**src/rtl/alu_seq_if.sv**
```systemverilog
// alu_seq_if: operand/result bus between the control unit and the
// multi-cycle ALU.
//   master : drives A_bus, B_bus, Control, enable; observes busy, done,
//            C_bus, Z_flag, dz_flag.
//   slave  : the ALU side (inverse directions).
interface alu_seq_if #(
    parameter int unsigned WIDTH = 32
);
    logic [WIDTH-1:0] A_bus;
    logic [WIDTH-1:0] B_bus;
    logic [3:0]       Control;
    logic             enable;
    logic             busy;
    logic             done;
    logic [WIDTH-1:0] C_bus;
    logic             Z_flag;
    logic             dz_flag;

    modport master (
        output A_bus, B_bus, Control, enable,
        input  busy, done, C_bus, Z_flag, dz_flag
    );

    modport slave (
        input  A_bus, B_bus, Control, enable,
        output busy, done, C_bus, Z_flag, dz_flag
    );
endinterface

```
**src/rtl/alu_seq.sv**
```systemverilog
// alu_seq: multi-cycle, width-parametrised ALU for the convolution datapath.
// Single-cycle ops (ADD/SUB/PASS/INC/DEC/RESET) finish one cycle after
// enable; MUL (radix-2 shift-add) and MOD/DIV (restoring) take WIDTH+1.
// Ports:
//   clk    : rising-edge clock
//   rst_n  : asynchronous active-low reset
//   bus    : alu_seq_if.slave -- operands A_bus/B_bus, opcode Control,
//            start request enable; status busy/done; result C_bus with
//            Z_flag (C_bus == 0) and dz_flag (last MOD/DIV had B == 0).
module alu_seq #(
    parameter int unsigned WIDTH = 32
) (
    input logic      clk,
    input logic      rst_n,
    alu_seq_if.slave bus
);
    localparam int unsigned CNT_W = $clog2(WIDTH + 1);

    typedef enum logic [1:0] {
        S_IDLE,
        S_ITER,
        S_FINISH
    } state_e;

    typedef enum logic [3:0] {
        OP_NOP   = 4'b0000,
        OP_ADD   = 4'b0001,
        OP_SUB   = 4'b0010,
        OP_MUL   = 4'b0011,
        OP_MOD   = 4'b0100,
        OP_PASSA = 4'b0101,
        OP_PASSB = 4'b0110,
        OP_INC   = 4'b0111,
        OP_DEC   = 4'b1000,
        OP_RST   = 4'b1001,
        OP_DIV   = 4'b1010
    } op_e;

    state_e           state_q;
    op_e              op_q;
    // a_q: multiplicand (MUL) or dividend shifting into quotient (MOD/DIV)
    // b_q: multiplier (MUL) or divisor (MOD/DIV)
    // acc_q: product accumulator (MUL), remainder (MOD/DIV), or the
    //        precomputed single-cycle result
    logic [WIDTH-1:0] a_q;
    logic [WIDTH-1:0] b_q;
    logic [WIDTH-1:0] acc_q;
    logic [CNT_W-1:0] cnt_q;
    logic             busy_q;
    logic             done_q;
    logic [WIDTH-1:0] c_q;
    logic             z_q;
    logic             dz_q;

    op_e              op_in_d;
    logic [WIDTH-1:0] single_d;
    logic             multi_d;
    logic [WIDTH:0]   rem_sh_d;
    logic             rem_ge_d;
    logic [WIDTH-1:0] rem_nx_d;
    logic [WIDTH-1:0] result_d;
    logic             dz_d;

    // Decode of the incoming request; single-cycle results are computed
    // straight from the bus so FINISH only has to copy acc_q.
    always_comb begin
        op_in_d  = op_e'(bus.Control);
        single_d = '0;
        multi_d  = 1'b0;
        unique case (op_in_d)
            OP_ADD:   single_d = bus.A_bus + bus.B_bus;
            OP_SUB:   single_d = bus.A_bus - bus.B_bus;
            OP_PASSA: single_d = bus.A_bus;
            OP_PASSB: single_d = bus.B_bus;
            OP_INC:   single_d = bus.A_bus + WIDTH'(1);
            OP_DEC:   single_d = bus.A_bus - WIDTH'(1);
            OP_MUL:   multi_d  = 1'b1;
            OP_MOD,
            OP_DIV:   multi_d  = (bus.B_bus != '0);
            default:  single_d = '0;
        endcase
    end

    // One restoring-division step; the remainder needs one extra bit
    // after the shift before the compare.
    always_comb begin
        rem_sh_d = {acc_q, a_q[WIDTH-1]};
        rem_ge_d = (rem_sh_d >= {1'b0, b_q});
        rem_nx_d = rem_ge_d ? WIDTH'(rem_sh_d - {1'b0, b_q})
                            : rem_sh_d[WIDTH-1:0];
    end

    // b_q still holds the divisor at FINISH, so a zero divisor is
    // detected there; acc_q was loaded with 0 in that case.
    always_comb begin
        dz_d     = ((op_q == OP_MOD) || (op_q == OP_DIV)) && (b_q == '0);
        result_d = ((op_q == OP_DIV) && !dz_d) ? a_q : acc_q;
    end

    always_ff @(posedge clk or negedge rst_n) begin
        if (!rst_n) begin
            state_q <= S_IDLE;
            op_q    <= OP_NOP;
            a_q     <= '0;
            b_q     <= '0;
            acc_q   <= '0;
            cnt_q   <= '0;
            busy_q  <= 1'b0;
            done_q  <= 1'b0;
            c_q     <= '0;
            z_q     <= 1'b1;
            dz_q    <= 1'b0;
        end else begin
            done_q <= 1'b0;
            unique case (state_q)
                S_IDLE: begin
                    if (bus.enable) begin
                        op_q   <= op_in_d;
                        a_q    <= bus.A_bus;
                        b_q    <= bus.B_bus;
                        acc_q  <= single_d;
                        busy_q <= 1'b1;
                        if (multi_d) begin
                            cnt_q   <= CNT_W'(WIDTH);
                            state_q <= S_ITER;
                        end else begin
                            state_q <= S_FINISH;
                        end
                    end
                end
                S_ITER: begin
                    if (op_q == OP_MUL) begin
                        if (b_q[0]) begin
                            acc_q <= acc_q + a_q;
                        end
                        a_q <= a_q << 1;
                        b_q <= b_q >> 1;
                    end else begin
                        acc_q <= rem_nx_d;
                        a_q   <= {a_q[WIDTH-2:0], rem_ge_d};
                    end
                    cnt_q <= cnt_q - CNT_W'(1);
                    if (cnt_q == CNT_W'(1)) begin
                        state_q <= S_FINISH;
                    end
                end
                S_FINISH: begin
                    c_q     <= result_d;
                    z_q     <= (result_d == '0);
                    dz_q    <= dz_d;
                    done_q  <= 1'b1;
                    busy_q  <= 1'b0;
                    state_q <= S_IDLE;
                end
                default: state_q <= S_IDLE;
            endcase
        end
    end

    assign bus.busy    = busy_q;
    assign bus.done    = done_q;
    assign bus.C_bus   = c_q;
    assign bus.Z_flag  = z_q;
    assign bus.dz_flag = dz_q;

endmodule
```
**src/flat_wrapper.sv**
```systemverilog
// flat-port wrapper written by rule: the top's interface ports become plain ports
module alu_seq_flat 
#(
    parameter int unsigned WIDTH = 32
)
  (clk, rst_n, bus_A_bus, bus_B_bus, bus_Control, bus_enable, bus_busy, bus_done, bus_C_bus, bus_Z_flag, bus_dz_flag);
  alu_seq_if #(.WIDTH(WIDTH)) bus_i ();
  input logic clk;
  input logic rst_n;
  input wire logic [$bits(bus_i.A_bus)-1:0] bus_A_bus;
  input wire logic [$bits(bus_i.B_bus)-1:0] bus_B_bus;
  input wire logic [$bits(bus_i.Control)-1:0] bus_Control;
  input wire logic [$bits(bus_i.enable)-1:0] bus_enable;
  output wire logic [$bits(bus_i.busy)-1:0] bus_busy;
  output wire logic [$bits(bus_i.done)-1:0] bus_done;
  output wire logic [$bits(bus_i.C_bus)-1:0] bus_C_bus;
  output wire logic [$bits(bus_i.Z_flag)-1:0] bus_Z_flag;
  output wire logic [$bits(bus_i.dz_flag)-1:0] bus_dz_flag;
  assign bus_i.A_bus = bus_A_bus;
  assign bus_i.B_bus = bus_B_bus;
  assign bus_i.Control = bus_Control;
  assign bus_i.enable = bus_enable;
  assign bus_busy = bus_i.busy;
  assign bus_done = bus_i.done;
  assign bus_C_bus = bus_i.C_bus;
  assign bus_Z_flag = bus_i.Z_flag;
  assign bus_dz_flag = bus_i.dz_flag;
  alu_seq #(.WIDTH(WIDTH)) u_core (.clk(clk), .rst_n(rst_n), .bus(bus_i));
endmodule
```
**config.mk**
```make
export PLATFORM = sky130hd
export DESIGN_NAME = alu_seq_flat
export DESIGN_NICKNAME = d
export VERILOG_FILES = /design/src/rtl/alu_seq_if.sv /design/src/rtl/alu_seq.sv /design/src/flat_wrapper.sv
export SDC_FILE = /design/constraint.sdc
export NUM_CORES = 1
export LEC_CHECK = 0
export BUFFER_PORTS_ARGS = -buffer_cell sky130_fd_sc_hd__buf_2
export CORE_MARGIN = 2
export CORE_UTILIZATION = 56
export DETAILED_ROUTE_END_ITERATION = 12
export PLACE_DENSITY_LB_ADDON = 0.08
export RECOVER_POWER = 50
export SYNTH_ARGS = -nofsm -noshare
export SYNTH_HDL_FRONTEND = slang
export SYNTH_SLANG_ARGS = --single-unit
```
**constraint.sdc**
```tcl
create_clock -name clk -period 3.1 [get_ports clk]
set_input_delay 0.31 -clock clk [delete_from_list [all_inputs] [get_ports clk]]
set_output_delay 0.31 -clock clk [all_outputs]
set_load 0.03 [all_outputs]
```
* Word level (Yosys, flattened, before mapping)
Index checks and enable logic that the tools add are counted.
** Storage, ports and cells
- Flip-flop bits (word level) :: 144
- Input bits :: 71
- Logic and storage cells :: 81
- Output and inout port bits :: 36
** Operators by class
- Mux-type cells :: 24
- Order comparisons :: 1
- Equal/unequal tests :: 20
- Add/sub/neg operators :: 7
- Reduce and logical (&&, ||, !) cells :: 18
** Operators with widths (count)
- 32-bit 2-to-1 mux :: 8
- 32-bit one-hot mux with 2 select lines :: 3
- 32-bit one-hot mux with 6 select lines :: 1
- 32-bit adder :: 2
- 32-bit logical NOT :: 2
- 32-bit subtractor :: 2
- 33-bit by 32-bit greater-or-equal comparator with 1-bit output :: 1
- 32-bit by 1-bit adder with 32-bit output, second input constant :: 1
- 32-bit nonzero test :: 1
- 32-bit by 1-bit subtractor with 32-bit output, second input constant :: 1
- 4-bit by 3-bit equality test with 1-bit output, second input constant :: 5
- 4-bit by 2-bit equality test with 1-bit output, second input constant :: 3
- 4-bit equality test, second input constant :: 3
- 6-bit 2-to-1 mux :: 2
- 6-bit one-hot mux with 2 select lines :: 1
- 3-bit AND reduction :: 3
- 2-bit AND reduction :: 4
- 6-bit by 1-bit equality test with 1-bit output, second input constant :: 1
- 2-bit 2-to-1 mux :: 3
- 2-bit by 1-bit inequality test with 1-bit output, second input constant :: 3
- 6-bit by 1-bit subtractor with 6-bit output, second input constant :: 1
- 4-bit by 1-bit equality test with 1-bit output, second input constant :: 1
- 1-bit one-hot mux with 2 select lines :: 2
- 2-bit one-hot mux with 2 select lines :: 1
- other kinds (11) :: 15

* Longest topological paths before layout
Gate-level depths: netlist of the first run.
- Word-level depth :: 7
- Mapped depth :: 24
- Mapped depth without buffers :: 24

* Worst setup path before layout of the first run
No wires, ideal clock.
- Path type :: input-to-reg
- Start point :: input bus_B_bus[2]
- End point :: register u_core.acc_q[31]
- Stages on the path :: 21
- Data required time :: 2.979 ns
- Setup slack :: -1.886 ns
- Arrival :: 4.864 ns
- Library setup time :: 0.121 ns
- Path through :: or3_4 -> or3_1 -> buf_2 -> or3_4 -> or3_4 -> or3_4 -> or3_4 -> or3_4 -> a21oi_2 -> a311oi_1 -> a211oi_1 -> ha_1 -> o21ai_0 -> a32oi_1 -> and3_1 -> a31oi_1 -> xnor2_1 -> a21oi_1 -> o221ai_1 -> o21a_1 -> o22a_1
** Between the ends
- Word-level cells in the longest chain between the ends :: 4
- Elaborated cells between the ends (all ways) :: 5
- Those cells by class :: add/sub (2); mux (3)
** Ends and longest elaborated chain
- from (decl) :: line flat_wrapper.sv:11 : input wire logic [$bits(bus_i.B_bus)-1:0] bus_B_bus;
- 32-bit subtractor / 32-bit adder (equally long branches) :: line alu_seq.sv:72, alu_seq.sv:71
- 32-bit one-hot mux with 6 select lines * :: line alu_seq.sv:70 : unique case (op_in_d)
- 32-bit 2-to-1 mux * :: line alu_seq.sv:117 : if (bus.enable) begin
- 32-bit one-hot mux with 2 select lines * :: line alu_seq.sv:115 : unique case (state_q)
- to (signal assigned) :: line alu_seq.sv:121 : acc_q <= single_d;
- to (signal assigned) :: line alu_seq.sv:134 : acc_q <= acc_q + a_q;
- to (signal assigned) :: line alu_seq.sv:139 : acc_q <= rem_nx_d;
- to (decl) :: line alu_seq.sv:47 : logic [WIDTH-1:0] acc_q;
Mark *: on every way between the ends. The rest lies on a longest branch, timed or not. The select of a mux whose other input is x is not followed.
A chain may end at the register's enable or synchronous reset.

* Final worst setup path of the first run
- Start point :: input bus_B_bus[2]
- End point :: register u_core.acc_q[28]
The elaborated chain is that of the path after synthesis.

==> results of run 1 <==
where the power goes:
| group | internal, uW | switching, uW | leakage [uW] | total [uW] |
|---|---|---|---|---|
| Sequential | 2790 | 796 | 0.00177 | 3590 |
| Clock | 1140 | 980 | 0.000284 | 2120 |
| Combinational | 7570 | 9430 | 0.00719 | 17000 |
logic make-up (layout without fill, tap and decap cells):
logic type,Yosys count,in the layout,share of synthesized area [%]
other,0,1,0
multiplexers,75,75,5.55
XOR/XNOR,94,94,6.08
AND/OR/NAND/NOR,574,574,19.4
adder cells (fa/ha/maj),100,100,9.40
AO/OA/AOI/OAI,609,610,28.4
buffers and inverters,162,666,4.50
flip-flops,144,144,26.6
state kept, by name, summed over array words and instances, names as in the netlist:
signal / cells
u_core.op_q: 4
u_core.acc_q: 32
u_core.bus.busy: 1
u_core.a_q: 32
u_core.bus.C_bus: 32
u_core.b_q: 32
u_core.bus.Z_flag: 1
u_core.bus.dz_flag: 1
u_core.state_q: 2
u_core.cnt_q: 6
u_core.bus.done: 1
worst min-delay path by stage:
stage,start,slack (ps),cells past startpoint,to
floorplan,rst_n,10,0,u_core.a_q[0]
global route,bus_A_bus[3],180,3,u_core.a_q[3]
finish,bus_A_bus[3],180,3,u_core.a_q[3]
CTS,bus_A_bus[3],170,3,u_core.a_q[3]
global placement,rst_n,320,1,u_core.bus.C_bus[9]
detailed placement,rst_n,330,1,u_core.bus.C_bus[9]
per-layer routing:
metal,vias to the layer above,share of wire (%)
li1,7483,-
met1,7877,38
met2,1246,44
met3,288,12
met4,2,5.5
met5,-,0.022
critical path: cells and delay by family:
kind | cells | cell delay, ps
AO/OA/AOI/OAI | 11 | 1810
AND/OR/NAND/NOR | 5 | 1550
buffers and inverters | 7 | 860
adder cells (fa/ha/maj) | 1 | 350
XOR/XNOR | 1 | 160
through the flow:
step / setup TNS (ps) / hold WS (ps) / cell area, um^2 / cells / utilization (%)
floorplan: -24140 / 14.4 / 13700 / 1758 / -
global placement: -37100 / 324 / 17600 / 2516 / 74.3
detailed placement: -39330 / 328 / 17600 / 2516 / 74.3
CTS: -25010 / 173 / 18800 / 2570 / 79.6
global route: -34430 / 185 / 19200 / 2582 / 81.1
finish: -29450 / 184 / 19200 / 2583 / 81.1
area by class of cell:
class	count	area share, %
multi-input cells	1453	53.1
repair buffers	573	21.7
flip-flops and latches	144	18.8
clock buffers	17	2.22
well taps	319	2.08
inverters	61	1.22
clock inverters	15	0.862
diodes	1	0.0131
layout by cell type, fill, tap and decap left out, drive strengths merged, types with 46 or more instances in the layout:
cell,synthesis,layout
ha,97,97
dfrtp,143,143
nand2,236,236
a31oi,56,56
o21ai,161,161
mux2i,74,74
nor2,155,155
buf,10,543
inv,61,69
clkbuf,91,46
xnor2,54,54
a21o,47,47
a21oi,156,156
repair_timing:
item,CTS,global route
endpoints found under the setup margin,33,32
pin swaps,89,81
gates resized for setup,115,69
cloned,2,0
endpoints found under the hold margin,56,0
buffers inserted,22,17
hold buffers,1,0
==> results_dict.tcl, run 1 <==
set metrics [dict create \
    p_total_uw 22700 \
    met1_usage_pct 55.9 \
    die_w_um 160 \
    reg2reg_setup_slack_ps -650 \
    regArea_um2 3600 \
    grt_pass1_vias 16200 \
    reg2regPathDepth 16 \
    syn_area_um2 13500 \
    hold_viol 0 \
    grt_pass1_wl_um 86800 \
    pre_cts_slack_ps -1970 \
    ios 107 \
    cp.arrival_ps 5060 \
    r2r-end "u_core.acc_q[30]" \
    grt_use_met2_pct 67.5 \
    netlist-cell-type-count 68 \
    nFillCells 1623 \
    yosys.area.top_type "dfrtp_1" \
    yosysSeqAreaShare_pct 26.6 \
    drive_above_1_share_pct 32.7 \
    grt-ovfl-total 0 \
    maxCapViolations 1 \
    worstSetupPathType "in -> reg" \
    worstReg2RegStart "u_core.acc_q[0]" \
    dp_hpwl_um 42800 \
    die_h_um 160 \
    critPathMaxFanout 3 \
    slew_viol_final 60 \
    fp.dieArea_um2 25500 \
    synth.avg_cell_area_um2 7.71 \
    start_util_pct 57.4 \
    crit_path_end "u_core.acc_q[28]" \
    finClkSkew_ps 13.7 \
    setup_viol 32 \
    ir_worst_vdd_mv 0.601 \
    final_antenna_net_count 0 \
    synth-edff-count 0 \
    synthFlopType "dfrtp_1" \
    grt_max_degree 70 \
    tightest_slew_ps 1570 \
    required_ps 3430 \
    fp.coreArea_um2 23600 \
    max_slew_margin_pct -4.78 \
    p_per_area_nw_per_um2 1190 \
    yosysWarnings 0 \
    nNetsFinal 2421 \
    dr.pass1.iters 9 \
    numPortBuffers 106 \
    min_period_over_period_pct 153 \
    synthCells 1758 \
    synth_common_cells "nand2_1 (236), o21ai_0 (160), a21oi_1 (155), nor2_1 (155), dfrtp_1 (143)" \
    path_clk_slew_ps 70 \
    syn2layout_area_growth_pct 41.4 \
    hp-class "in -> reg" \
    cts_sinks 144 \
    clk_latency_ps 440 \
    gp_congestion 1.02 \
    multiInputGateArea_um2 10200 \
    synthTopCellsByArea "dfrtp_1 (26%), ha_1 (9.0%), nand2_1 (6.5%), o21ai_0 (5.9%), a21oi_1 (5.7%)" \
    leakagePower_uw 0.00925 \
    cts_root_buf "clkbuf_16" \
    htreeDepth 4 \
    vias_per_cell 6.54 \
    grt_usage_pct 43.4 \
    critPathLaunch "bus_B_bus[2]" \
    grt.busiest_layer "met2" \
    fmax_mhz 211 \
    drtIter0Drc 1973 \
    syn_nets 1929 \
    cts_tree "built" \
    wl_um 57800 \
    clockBufferDepth 2 \
    cp-end-kind "flip-flop" \
    synth_most_common_cell "nand2_1" \
    synthArstFlopShare_pct 100 \
    status "finished, violations left" \
    ys_ff_latch 144 \
    antenna_found_initial 1 \
    start_kind "primary input" \
    synth_top_area_share_pct 26.4 \
    worst_path_largest_cell_delay_ps 440 \
    grt_setup_unrepaired "true" \
    failed_checks "capacitance limit, slew limit, setup timing" \
    cts-buffers-inserted 17 \
    fin_ws_ps -1630 \
    drc 0 \
    wl_per_cell_um 22.4 \
    grtUsageMet3_pct 10.7 \
    min_period_ps 4730 \
    core.rowCount 56 \
    slowest_stage "or4_4" \
    vias 16900 \
]
Power figures use the tool's default switching activity.
==> run 2, diff against run 1 <==
Settings changed: CORE_ASPECT_RATIO set to 0.6, CORE_MARGIN 2 to 5.
==> results_dict.tcl, run 2 (same netlist as run 1, synthesis figures left out) <==
set metrics [dict create \
    worstReg2RegStart "u_core.acc_q[0]" \
    ir_worst_vdd_mv 0.784 \
    gp_congestion 1.01 \
    cellInternalPower_uw 11700 \
    vias 17100 \
    fin_cells 2603 \
    core.rowCount 44 \
    grt_pass1_vias 15900 \
    cts_tree "built" \
    cts_sinks 144 \
    final_cell_mix "buf_4 (448), nand2_1 (225), dfrtp_1 (143), nor2_1 (141), o21ai_0 (135)" \
    fin_ws_ps -1600 \
    slew_viol_final 63 \
    fin_hold_ws_ps 163 \
    required_ps 3430 \
    nFillCells 1663 \
    route.met3.wl_um 7500 \
    share_seq_of_total_power_pct 15.7 \
    worst_path_largest_cell_delay_ps 380 \
    grt_pass1_wl_um 89100 \
    nNetsFinal 2440 \
    critPathLaunch "bus_B_bus[2]" \
    syn2layout_area_growth_pct 42.2 \
    maxCapViolations 1 \
    min_period_ps 4700 \
    vias_per_cell 6.57 \
    cp-end-kind "flip-flop" \
    multiInputGateArea_um2 10100 \
    tightest_slew_ps 1610 \
    switching_share_pct 48.8 \
    die_w_um 211 \
    hold_viol 0 \
    slowest_stage "or3_4" \
    reg2regPathDepth 14 \
    final_antenna_net_count 0 \
    reg2reg_setup_slack_ps -720 \
    htreeDepth 4 \
    p_per_area_nw_per_um2 1180 \
    crit_top_cell "or3_4" \
    p_comb_share_pct 75.2 \
    clk_latency_ps 450 \
    failed_checks "capacitance limit, slew limit, setup timing" \
    crit_path_end "u_core.acc_q[31]" \
    grt_usage_pct 41.6 \
    drtIter0Drc 2612 \
    wl_um 60500 \
    hold_start "bus_A_bus[30]" \
    routed.top_layer "met5" \
    place_inst 2523 \
    grt_setup_unrepaired "true" \
    clockBufferDepth 2 \
    drive_above_1_share_pct 32.5 \
    pre_cts_slack_ps -2200 \
    cp.depth 21 \
    ios 107 \
    grt-ovfl-total 0 \
    cp.arrival_ps 5030 \
    grt_max_degree 83 \
    dp_hpwl_um 45300 \
    antenna_cells 0 \
    hp-class "in -> reg" \
    min_period_over_period_pct 152 \
    wl_met1_um 24400 \
    fp.dieArea_um2 27500 \
    clock_power_share_pct 9.1 \
    wl_met2_um 25400 \
    cts_root_buf "clkbuf_16" \
    status "finished, violations left" \
    layout_commonest_cell "buf_4" \
    crit_family "simple AND/OR/NAND/NOR gates" \
    wl_per_cell_um 23.2 \
    crit_chain "buf_6 > or3_4 > or3_4 > or3_4 > or3_4 > or3_4 > or3_4 > or3_4 > a21oi_2 > a311oi_2 > a211oi_2 > ha_2 > o21ai_2 > a32oi_2 > and3_4 > a31oi_4 > xnor2_1 > a21oi_1 > o221ai_1 > o21a_1 > o22a_1" \
    path_buf_inv 1 \
    max_slew_margin_pct -7.41 \
    die_h_um 130 \
    finClkSkew_ps 13.0 \
    r2r-end "u_core.acc_q[28]" \
    start_kind "primary input" \
    path_clk_slew_ps 60 \
    leakagePower_uw 0.00929 \
    critPathMaxFanout 4 \
    drc 0 \
    setup_viol 31 \
    fmax_mhz 213 \
    tns_ps -29280 \
    regArea_um2 3600 \
    numPortBuffers 106 \
    fp.coreArea_um2 24000 \
    switchingPower_uw 11100 \
    start_util_pct 56.4 \
    antenna_found_initial 2 \
    dr.pass1.iters 6 \
    cts-buffers-inserted 17 \
    worstSetupPathType "in -> reg" \
]
==> run 2: cell types whose count changed in the layout (fill, tap and decap cells not counted), moves of 4 or more <==
cell,before,now
buf_2,76,68
nor3_1,20,24
clkbuf_1,27,36
o21ai_2,13,7
buf_4,439,448
buf_6,24,32
a31oi_4,0,4
==> run 2: worst min path at each step <==
stage	slack, ps	to	cells after the start
floorplan	10	u_core.a_q[0]	0
global placement	330	u_core.bus.C_bus[4]	1
detailed placement	340	u_core.bus.C_bus[4]	1
CTS	150	u_core.a_q[30]	3
global route	190	u_core.a_q[30]	3
finish	160	u_core.a_q[30]	3
==> run 2: worst register-to-register path: cells and delay by family (launching register included) <==
family	cells	cell delay, ps
compound gates	7	1910
xor+xnor	1	240
fa+ha+maj	2	480
buf+inv	2	270
flops	1	410
simple gates	2	400
==> run 2: power groups by stage <==
stage                     registers (uW)  clock network, uW  logic [uW]
after global placement              3520                  0       14900
final                               3590               2080       17200
after CTS                           3540               2080       16200
after detailed placement            3560                  0       15300
after floorplan                     3970                  0        8470
after global routing                3660               2160       18200
==> run 2: routing by layer <==
| layer | vias to the layer above | global-route usage (%) |
|---|---|---|
| li1 | 7531 | - |
| met1 | 8070 | 57.6 |
| met2 | 1226 | 61.6 |
| met3 | 271 | 10.9 |
| met4 | 4 | 18.6 |
| met5 | - | 0 |
==> run 2: stage by stage <==
step	util (%)	power, uW	area [um^2]
finish	80.3	22800	19300
global route	80.3	24000	19300
CTS	78.4	21800	18800
detailed placement	73.4	18800	17600
global placement	73.4	18400	17600
floorplan	-	12400	13700
==> run 2: timing repair <==
action                     4_1_cts  5_1_grt
setup endpoints to repair       33       33
buffers inserted                25       24
pin swaps                       85       63
resized for setup              109       73
hold buffers                     1        0
cloned                           2        0
hold endpoints to repair        60        0
==> run 2: area by class of cell <==
| type | count | share of cell area [%] |
|---|---|---|
| well taps | 322 | 2.09 |
| multi-input cells | 1453 | 52.4 |
| clock buffers | 19 | 2.25 |
| clock inverters | 12 | 0.708 |
| inverters | 61 | 1.21 |
| repair buffers | 592 | 22.6 |
| flip-flops and latches | 144 | 18.7 |
